[config.mk]
export PLATFORM = sky130hd
export DESIGN_NAME = bw_io_pm_ctl
export DESIGN_NICKNAME = d
export VERILOG_FILES = /design/src/rtl/bw_io_pm_ctl.sv
export SDC_FILE = /design/constraint.sdc
export NUM_CORES = 1
export LEC_CHECK = 0
export ABC_AREA = 1
export BUFFER_PORTS_ARGS = -buffer_cell sky130_fd_sc_hd__buf_2
export CAP_MARGIN = 20
export CORE_MARGIN = 2
export CORE_UTILIZATION = 55
export DETAILED_ROUTE_END_ITERATION = 12
export GPL_TIMING_DRIVEN = 0
export PLACE_DENSITY = 0.75
export SYNTH_ARGS = -nofsm -noshare
export SYNTH_HDL_FRONTEND = slang
export SYNTH_SLANG_ARGS = --single-unit
[constraint.sdc]
create_clock -name clk -period 1.5 [get_ports clk]
set_input_delay 0.225 -clock clk [delete_from_list [all_inputs] [get_ports clk]]
set_output_delay 0.225 -clock clk [all_outputs]
set_load 0.02 [all_outputs]
[src/rtl/bw_io_pm_ctl.sv]
// Performance-monitor controller for the PMI/PMO pad pair: synchronizes PMI triggers,
// counts events and serializes count snapshots onto PMO. Parity bit enabled by PM_PARITY_EN.
module bw_io_pm_ctl #(
    parameter int unsigned CNT_W       = 16,
    parameter int unsigned SYNC_STAGES = 2
) (
    input  logic clk,
    input  logic rst,
    input  logic pm_en,
    input  logic pm_event,
    input  logic io_pmi,
    input  logic pm_ovr_clr,
    output logic io_pmo,
    output logic pcm_misc_oe,
    output logic pm_busy,
    output logic pm_overrun
);

    localparam int unsigned BCW = $clog2(CNT_W + 1);

`ifdef PM_PARITY_EN
    typedef enum logic [2:0] {
        ST_IDLE  = 3'd0,
        ST_START = 3'd1,
        ST_SHIFT = 3'd2,
        ST_PAR   = 3'd3,
        ST_STOP  = 3'd4
    } state_e;
`else
    typedef enum logic [2:0] {
        ST_IDLE  = 3'd0,
        ST_START = 3'd1,
        ST_SHIFT = 3'd2,
        ST_STOP  = 3'd4
    } state_e;
`endif

    state_e             state_q, state_d;
    logic [SYNC_STAGES-1:0] sync_q;
    logic               edge_q;
    logic               trig_q;
    logic [CNT_W-1:0]   cnt_q, cnt_d;
    logic [CNT_W-1:0]   sh_q, sh_d;
    logic [BCW-1:0]     bcnt_q, bcnt_d;
    logic               pend_q, pend_d;
    logic               io_pmo_q, io_pmo_d;
    logic               oe_q;
    logic               busy_q;
    logic               ovr_q;
    logic               trig_v;
    logic               snap;
    logic               drop;
`ifdef PM_PARITY_EN
    logic               par_q, par_d;
`endif

    // PMI synchronizer and registered rising-edge detect; all-ones reset masks a held-high PMI
    always_ff @(posedge clk) begin
        if (rst) begin
            sync_q <= '1;
            edge_q <= 1'b1;
            trig_q <= 1'b0;
        end else begin
            sync_q <= {sync_q[SYNC_STAGES-2:0], io_pmi};
            edge_q <= sync_q[SYNC_STAGES-1];
            trig_q <= sync_q[SYNC_STAGES-1] & ~edge_q;
        end
    end

    always_ff @(posedge clk) begin
        if (rst) begin
            state_q  <= ST_IDLE;
            cnt_q    <= '0;
            sh_q     <= '0;
            bcnt_q   <= '0;
            pend_q   <= 1'b0;
            io_pmo_q <= 1'b0;
            oe_q     <= 1'b0;
            busy_q   <= 1'b0;
            ovr_q    <= 1'b0;
`ifdef PM_PARITY_EN
            par_q    <= 1'b0;
`endif
        end else begin
            state_q  <= state_d;
            cnt_q    <= cnt_d;
            sh_q     <= sh_d;
            bcnt_q   <= bcnt_d;
            pend_q   <= pend_d;
            io_pmo_q <= io_pmo_d;
            oe_q     <= pm_en;
            busy_q   <= (state_d != ST_IDLE);
            ovr_q    <= drop | (ovr_q & ~pm_ovr_clr);
`ifdef PM_PARITY_EN
            par_q    <= par_d;
`endif
        end
    end

    always_comb begin
        state_d  = state_q;
        cnt_d    = cnt_q;
        sh_d     = sh_q;
        bcnt_d   = bcnt_q;
        pend_d   = pend_q;
        io_pmo_d = 1'b0;
        snap     = 1'b0;
        drop     = 1'b0;
        trig_v   = trig_q & pm_en;
`ifdef PM_PARITY_EN
        par_d    = par_q;
`endif

        // One-deep pending queue; a trigger beyond it is lost and flagged
        if (trig_v && (state_q != ST_IDLE)) begin
            if (pend_q) begin
                drop = 1'b1;
            end else begin
                pend_d = 1'b1;
            end
        end

        case (state_q)
            ST_IDLE: begin
                if (trig_v || pend_q) begin
                    state_d = ST_START;
                    snap    = 1'b1;
                end
            end
            ST_START: state_d = ST_SHIFT;
            ST_SHIFT: begin
                if (bcnt_q == BCW'(CNT_W)) begin
`ifdef PM_PARITY_EN
                    state_d = ST_PAR;
`else
                    state_d = ST_STOP;
`endif
                end
            end
`ifdef PM_PARITY_EN
            ST_PAR:   state_d = ST_STOP;
`endif
            ST_STOP: begin
                if (pend_q) begin
                    state_d = ST_START;
                    snap    = 1'b1;
                end else begin
                    state_d = ST_IDLE;
                end
            end
            default:  state_d = ST_IDLE;
        endcase

        if (!pm_en) begin
            state_d = ST_IDLE;
            snap    = 1'b0;
            pend_d  = 1'b0;
        end

        // An event in the snapshot cycle belongs to the new window
        if (snap) begin
            sh_d   = cnt_q;
            bcnt_d = '0;
            pend_d = 1'b0;
            cnt_d  = CNT_W'(pm_event);
`ifdef PM_PARITY_EN
            par_d  = ^cnt_q;
`endif
        end else if (pm_en && pm_event && (cnt_q != '1)) begin
            cnt_d = cnt_q + CNT_W'(1);
        end

        case (state_d)
            ST_START: io_pmo_d = 1'b1;
            ST_SHIFT: begin
                io_pmo_d = sh_q[CNT_W-1];
                sh_d     = {sh_q[CNT_W-2:0], 1'b0};
                bcnt_d   = bcnt_q + BCW'(1);
            end
`ifdef PM_PARITY_EN
            ST_PAR:   io_pmo_d = par_q;
`endif
            default:  io_pmo_d = 1'b0;
        endcase
    end

    assign io_pmo      = io_pmo_q;
    assign pcm_misc_oe = oe_q;
    assign pm_busy     = busy_q;
    assign pm_overrun  = ovr_q;

endmodule

### After elaboration in Yosys (flattened, before gate mapping)

Index checks and enable logic that the tools add are counted.

| cells by class | value |
|---|---|
| muxes and demuxes | 17 |
| reductions and logical operators | 12 |
| equality and inequality tests | 7 |
| bitwise gates (word level) | 7 |
| $add $sub $neg | 2 |

Operators by type and width:

| kind | count |
|---|---|
| 2-to-1 mux 16 bit | 2 |
| adder 16 x 1 -> 16 bit, second input constant | 1 |
| inequality test 16 bit, second input constant | 1 |
| one-hot mux 3 bit (4 select lines) | 1 |
| 2-to-1 mux 5 bit | 2 |
| 2-to-1 mux 3 bit | 3 |
| 2-to-1 mux 1 bit | 7 |
| == test 3 x 1 -> 1 bit, second input constant | 2 |
| == test 3 x 2 -> 1 bit, second input constant | 2 |
| nonzero test 3 bit | 2 |
| adder 5 x 1 -> 5 bit, second input constant | 1 |
| == test 5 bit, second input constant | 1 |
| one-hot mux 1 bit (2 select lines) | 2 |
| nonzero test 2 bit | 2 |
| OR reduction 2 bit | 2 |
| AND 1 bit | 3 |
| == test 3 bit, second input constant | 1 |
| logical AND 1 bit | 3 |
| logical NOT 3 bit | 1 |
| inverter 1 bit | 3 |
| OR reduction 3 bit | 1 |
| logical OR 1 bit | 1 |
| bitwise OR 1 bit | 1 |

| word-level totals | value |
|---|---|
| word-level logic and storage cells | 59 |
| output and inout bits | 4 |
| register bits after elaboration | 49 |

### Logic depth before layout (Yosys ltp)

Gate-level depths: netlist of run 1.

| logic depth | value |
|---|---|
| word-level depth | 7 |
| depth in mapped cells | 13 |
| mapped depth without buffers | 13 |

### Least setup slack after synthesis of run 1

No wires, ideal clock.

| path | value |
|---|---|
| kind | flip-flop to flip-flop |
| start | reg cnt_q[1] |
| end | reg cnt_q[5] |
| setup slack | 0.004 ns |
| cell stages (with the launch flop) | 9 |
| data arrival time | 1.430 ns |
| path through | dfxtp_1 ha_1 nand2_2 nor2_4 nand2_4 o21ai_4 buf_6 nand2_1 a21oi_2 |

| on the way | value |
|---|---|
| word-level cells in the longest chain between the ends | 2 |
| elaborated cells between the ends (all ways) | 3 |
| classes of those cells | add/sub: 1; eq/ne: 1; reduce/logical: 1 |

Ends and longest elaborated chain:

| element | line | text |
|---|---|---|
| start, declared | 42 | `logic [CNT_W-1:0] cnt_q, cnt_d;` |
| start signal, assigned | 86 | `cnt_q <= cnt_d;` |
| branches (longest 2 deep; another with adder 16 x 1 -> 16 bit) | -- |  |

Parallel ways; which one is timed is not known.
A chain may end at the register's enable or synchronous reset.

### Worst setup path in the final report of run 1

| path | value |
|---|---|
| start | reg cnt_q[1] |
| end | reg cnt_q[6] |

The elaborated chain is that of the path after synthesis.

==> results of run 1 <==
## per-layer routing
layer | share of wire (%) | up-vias
met3 | 4.0 | 10
met4 | 1.7 | 0
met2 | 50 | 50
met5 | 0 | -
li1 | - | 1220
met1 | 45 | 1088
## layout make-up
class / instances / area [sq um] / share of cell area [%]
Tap cell: 52 / 65.1 / 2.20
Clock buffer: 6 / 82.6 / 2.79
Sequential cell: 49 / 1000 / 33.9
Timing Repair Buffer: 19 / 128 / 4.31
Multi-Input combinational cell: 262 / 1370 / 46.3
Clock inverter: 2 / 37.5 / 1.27
Buffer: 15 / 116 / 3.93
Inverter: 41 / 156 / 5.28
## where the power goes
group	leakage [nW]	internal, mW	switching (mW)
registers	0.404	1.31	0.00824
logic	0.697	0.0428	0.0813
clock network	0.0574	0.542	0.454
## worst max-delay path by stage
stage,slack (ns),end,from
floorplan,0.004,cnt_q[5]$_SDFFE_PP0P_,cnt_q[1]$_SDFFE_PP0P_
detailed placement,-0.24,cnt_q[5]$_SDFFE_PP0P_,cnt_q[1]$_SDFFE_PP0P_
global route,-0.02,cnt_q[3]$_SDFFE_PP0P_,cnt_q[1]$_SDFFE_PP0P_
finish,0.06,cnt_q[6]$_SDFFE_PP0P_,cnt_q[1]$_SDFFE_PP0P_
CTS,0.01,sh_q[8]$_SDFFE_PP0P_,bcnt_q[1]$_SDFFE_PP0P_
global placement,-0.21,cnt_q[5]$_SDFFE_PP0P_,cnt_q[1]$_SDFFE_PP0P_
## worst max-delay path, stage by stage, from the launching register on
cell and delay, ns:
dfxtp_4 0.39, ha_4 0.14, nand2_2 0.07, nor2_4 0.12, nand2_4 0.09, o21ai_4 0.22, buf_6 0.15, nand2_1 0.06
a21oi_2 0.13
## flip-flops by register name, indices dropped and copies added, names as in the netlist
register and flops:
bcnt_q 5, cnt_q 16, edge_q 1, io_pmo 1, pcm_misc_oe 1, pend_q 1, pm_busy 1, pm_overrun 1
sh_q 16, state_q 3, sync_q 2, trig_q 1
## repair_timing
action,CTS,global route
setup endpoints to repair,40,39
hold endpoints to repair,0,0
setup buffers,4,4
pin swaps,3,9
hold buffers,0,0
resized for setup,27,33
cloned,2,0
## Yosys cell counts, drive strengths merged (3+ instances only)
| cell type | instances |
|---|---|
| a21oi | 33 |
| buf | 10 |
| clkbuf | 5 |
| dfxtp | 49 |
| ha | 3 |
| inv | 41 |
| nand2 | 115 |
| nand3 | 47 |
| nand4 | 6 |
| nor2 | 34 |
| o21ai | 7 |
| xor2 | 7 |
## logic make-up (layout without fill, tap and decap cells)
family | after synthesis | count (layout) | synth area share (%)
flops | 49 | 49 | 39.1
fa+ha+maj | 3 | 3 | 1.50
xor+xnor | 9 | 9 | 3.15
compound gates | 42 | 42 | 10.4
simple gates | 208 | 208 | 36.4
buf+inv | 56 | 83 | 9.39
## per-stage QoR
step	hold WS, ns	total power, mW
2_1_floorplan	0.309	1.42
3_3_place_gp	0.379	1.45
3_5_place_dp	0.383	1.45
4_1_cts	0.0862	2.44
5_1_grt	0.0915	2.52
6_report	0.0900	2.44
## cell usage in the layout, fill, tap and decap left out, types with 2 or more instances in the layout
cell type,instances
a21oi_1,20
nor2_1,26
nand2_2,11
o21ai_0,5
nand2_4,3
xor2_1,7
nor4_1,2
nand4_1,6
buf_4,9
dfxtp_2,13
dfxtp_4,2
buf_6,9
clkbuf_2,2
xnor2_1,2
nor2_4,5
nand2_1,101
a21oi_2,13
inv_2,5
clkbuf_1,3
or2_2,2
buf_2,10
clkbuf_8,6
dfxtp_1,34
nand3_1,46
nor3_1,2
inv_1,35
nor2_2,3
==> results_dict.tcl, run 1 <==
set metrics [dict create \
    outcome "finished clean" \
    grtUsageMet2_pct 40.2 \
    worst_r2r_endpoint "cnt_q[6]$_SDFFE_PP0P_" \
    numCtsBuffers 5 \
    insertedDiodeCount 0 \
    vias 2368 \
    track_usage_pct 24.1 \
    tightest_slew_ns 0.550 \
    insertion_delay_ns 0.31 \
    ios 10 \
    grt_max_degree 16 \
    r2r_slack_ns 0.06 \
    maxSlewHeadroom_pct 63.3 \
    grt_util_met3_pct 4.78 \
    slew_viol_final 0 \
    power.leakage_nw 1.16 \
    peakVddDrop_mv 0.473 \
    synth_ff_type "dfxtp_1" \
    r2r_cells 8 \
    clk_pin_slew_ns 0.09 \
    drt-vias-per-instance 5.31 \
    finalSetupViolCount 0 \
    worstPathRequired_ns 1.75 \
    drtPass1Iterations 4 \
    period_minus_slack_ns 1.44 \
    final.period_utilization_pct 96.0 \
    synth_top_area_cell "dfxtp_1" \
    worst_clock_skew_ns 0.00504 \
    min_path_type "in -> reg" \
    dp_slack_ns -0.235 \
    cts-root-buf "clkbuf_8" \
    synth_top_area_share_pct 39.1 \
    drive_gt1_share_pct 25.4 \
    synthTopCellsByArea "dfxtp_1 39%, nand2_1 16%, nand3_1 9.4%" \
    std_cell_rows 24 \
    final_nets 402 \
    utilization_pct 67.6 \
    nFillCells 388 \
    final.setup.tns_ns 0 \
    cts_num_sinks 49 \
    die_area_sq_mm 0.00511 \
    place_congestion 0.861 \
    worstHoldEndpoint "sync_q[0]$_SDFF_PP1_" \
    critPathCaptureType "register" \
    drt_iter0_drc 197 \
    start_util_pct 57.2 \
    synth_nets 376 \
    grt_pass1_wl_um 9740 \
    grt_overflow_total 0 \
    place_area_sq_mm 0.00262 \
    design.core.area_sq_mm 0.00438 \
    r2r-start "cnt_q[1]$_SDFFE_PP0P_" \
    crit_arrival_ns 1.69 \
    seq_area_frac_synth_pct 39.1 \
    grt_most_used_layer "met2" \
    cp_max_fo 5 \
    wl_per_cell_um 12.7 \
    finalHoldViolCount 0 \
    instances_no_fill 446 \
    synth_edf_count 0 \
    drcViolationCount 0 \
    cts_buffer_depth 2 \
    hpwlAfterDp_um 3880 \
    antenna_found_initial 0 \
    cts_max_level 2 \
    die_height_um 71.5 \
    syn_inst 367 \
    rsz0062_at_grt "yes" \
    die_x_um 71.5 \
    hp-start "io_pmi" \
    fmax_mhz 695 \
    grt_pass1_vias 2138 \
    synth_cell_types 29 \
    fin_ws_ns 0.0606 \
    synth-seq-cells 49 \
    wirelength_um 5670 \
    syn2layout_area_growth_pct 18.2 \
    postSynth.asyncResetShare_pct 0 \
    crit_type "reg -> reg" \
    startpoint_type "register" \
    cts_tree "yes" \
    pwr_density_cell_mw_per_mm2 823 \
    drtAntennaViolNets 0 \
    avgSynthCellArea_sq_um 6.83 \
    portBuffers 9 \
    max-cap-violations 0 \
    hold_depth 2 \
    final_area_sq_mm 0.00296 \
    yosysWarnings 0 \
    netlist_area_sq_mm 0.00251 \
    met1_usage_pct 30.5 \
    place_inst 428 \
]
Power figures use the tool's default switching activity.
==> inputs of run 2 (changes only) <==
- PLACE_DENSITY: 0.75 -> unset
- PLACE_DENSITY_LB_ADDON: unset -> 0.2
==> results_dict.tcl, run 2 (same netlist as run 1, synthesis figures left out) <==
set metrics [dict create \
    critPathCaptureType "register" \
    die_area_sq_mm 0.00511 \
    die_x_um 71.5 \
    grt_pass1_vias 2162 \
    cts-root-buf "clkbuf_8" \
    slew_viol_final 0 \
    drt_iter0_drc 134 \
    max-cap-violations 0 \
    wirelength_um 5930 \
    m1WireLength_um 2640 \
    final.setup.tns_ns 0 \
    routed.top_layer "met4" \
    layout_common_cells "98 x nand2_1, 46 x nand3_1, 35 x dfxtp_1" \
    crit_type "reg -> reg" \
    final.period_utilization_pct 98.0 \
    outcome "finished clean" \
    design.core.area_sq_mm 0.00438 \
    portBuffers 9 \
    p_total_mw 2.36 \
    clk_pin_slew_ns 0.09 \
    largest_registers "cnt_q x16, sh_q x16, bcnt_q x5" \
    start_util_pct 57.2 \
    grt_max_degree 15 \
    grt_overflow_total 0 \
    numCtsBuffers 5 \
    rsz0062_at_grt "yes" \
    peakVddDrop_mv 0.378 \
    ios 10 \
    cts_num_sinks 49 \
    die_height_um 71.5 \
    period_minus_slack_ns 1.47 \
    cts_max_level 2 \
    place_congestion 0.860 \
    crit_chain "ha_4 -> nand2_4 -> nor2_4 -> nand2_4 -> o21ai_4 -> buf_6 -> nand2_2 -> a21oi_2" \
    tightest_slew_ns 0.564 \
    insertion_delay_ns 0.31 \
    cp_max_fo 5 \
    holdWs_ns 0.0958 \
    met3_length_um 209 \
    crit_arrival_ns 1.71 \
    wl_per_cell_um 13.1 \
    worst_clock_skew_ns 0.00896 \
    wl_met2_um 2950 \
    fmax_mhz 680 \
    drcViolationCount 0 \
    drtPass1Iterations 5 \
    vias 2367 \
    path_delay_family "flip-flops" \
    finalSetupViolCount 0 \
    drive_gt1_share_pct 28.7 \
    finalHoldViolCount 0 \
    hpwlAfterDp_um 3910 \
    insertedDiodeCount 0 \
    std_cell_rows 24 \
    utilization_pct 70.1 \
    worstPathRequired_ns 1.74 \
    maxSlewHeadroom_pct 62.4 \
    drt-vias-per-instance 5.23 \
    pwr_density_cell_mw_per_mm2 768 \
    antenna_found_initial 0 \
    cp_num_buf_inv 1 \
    crit_top_cell "nand2_4" \
    cpPeakStageDelay_ns 0.38 \
    final_common_cell "nand2_1" \
    drtAntennaViolNets 0 \
    cts_buffer_depth 2 \
    track_usage_pct 23.5 \
    syn2layout_area_growth_pct 22.7 \
    power.leakage_nw 1.24 \
    ctsHoldBuffers 0 \
    grt_pass1_wl_um 9600 \
    cts_tree "yes" \
    startpoint_type "register" \
    crit_slowest_cell "dfxtp_4" \
    min_path_type "in -> reg" \
    final_nets 410 \
]
==> run 2: layout make-up <==
class                           count  area [sq um]
Timing Repair Buffer               27           213
Buffer                             15           118
Tap cell                           52          65.1
Fill cell                         387          1310
Inverter                           41           159
Clock buffer                        5          68.8
Clock inverter                      2          35.0
Multi-Input combinational cell    262          1410
Sequential cell                    49          1010
==> run 2: power breakdown <==
| group | internal, mW | switching [mW] | total (mW) |
|---|---|---|---|
| clock | 0.485 | 0.429 | 0.914 |
| combinational | 0.0473 | 0.0870 | 0.134 |
| sequential | 1.31 | 0.00802 | 1.31 |
==> run 2: path summary, 6_finish.rpt <==
check | slack, ns | endpoint | cells past startpoint | startpoint
hold reg to reg | 0.39 | trig_q$_SDFF_PP0_ | 1 | edge_q$_SDFF_PP1_
setup / recovery | 0.03 | cnt_q[6]$_SDFFE_PP0P_ | 8 | cnt_q[1]$_SDFFE_PP0P_
setup reg to reg | 0.03 | cnt_q[6]$_SDFFE_PP0P_ | 8 | cnt_q[1]$_SDFFE_PP0P_
hold / removal | 0.1 | sync_q[0]$_SDFF_PP1_ | 2 | io_pmi
==> run 2: per-layer routing <==
layer	GRT usage [%]	vias to the layer above
li1	-	1228
met2	40.1	48
met5	0	-
met3	3.23	13
met1	29.4	1078
met4	10.7	0
==> run 2: repair_timing <==
| item | in CTS | in global routing |
|---|---|---|
| resized for setup | 23 | 52 |
| setup endpoints to repair | 40 | 40 |
| hold endpoints to repair | 0 | 0 |
| buffers inserted | 5 | 10 |
| cloned | 1 | 2 |
| pin swaps | 3 | 21 |
==> run 2: per-stage QoR <==
step                setup slack [ns]  area, sq um  std cells
floorplan                    0.00421         2510        367
global placement              -0.203         2620        428
detailed placement            -0.221         2620        428
CTS                         0.000474         2820        441
global route                 -0.0615         3080        453
finish                        0.0297         3080        453
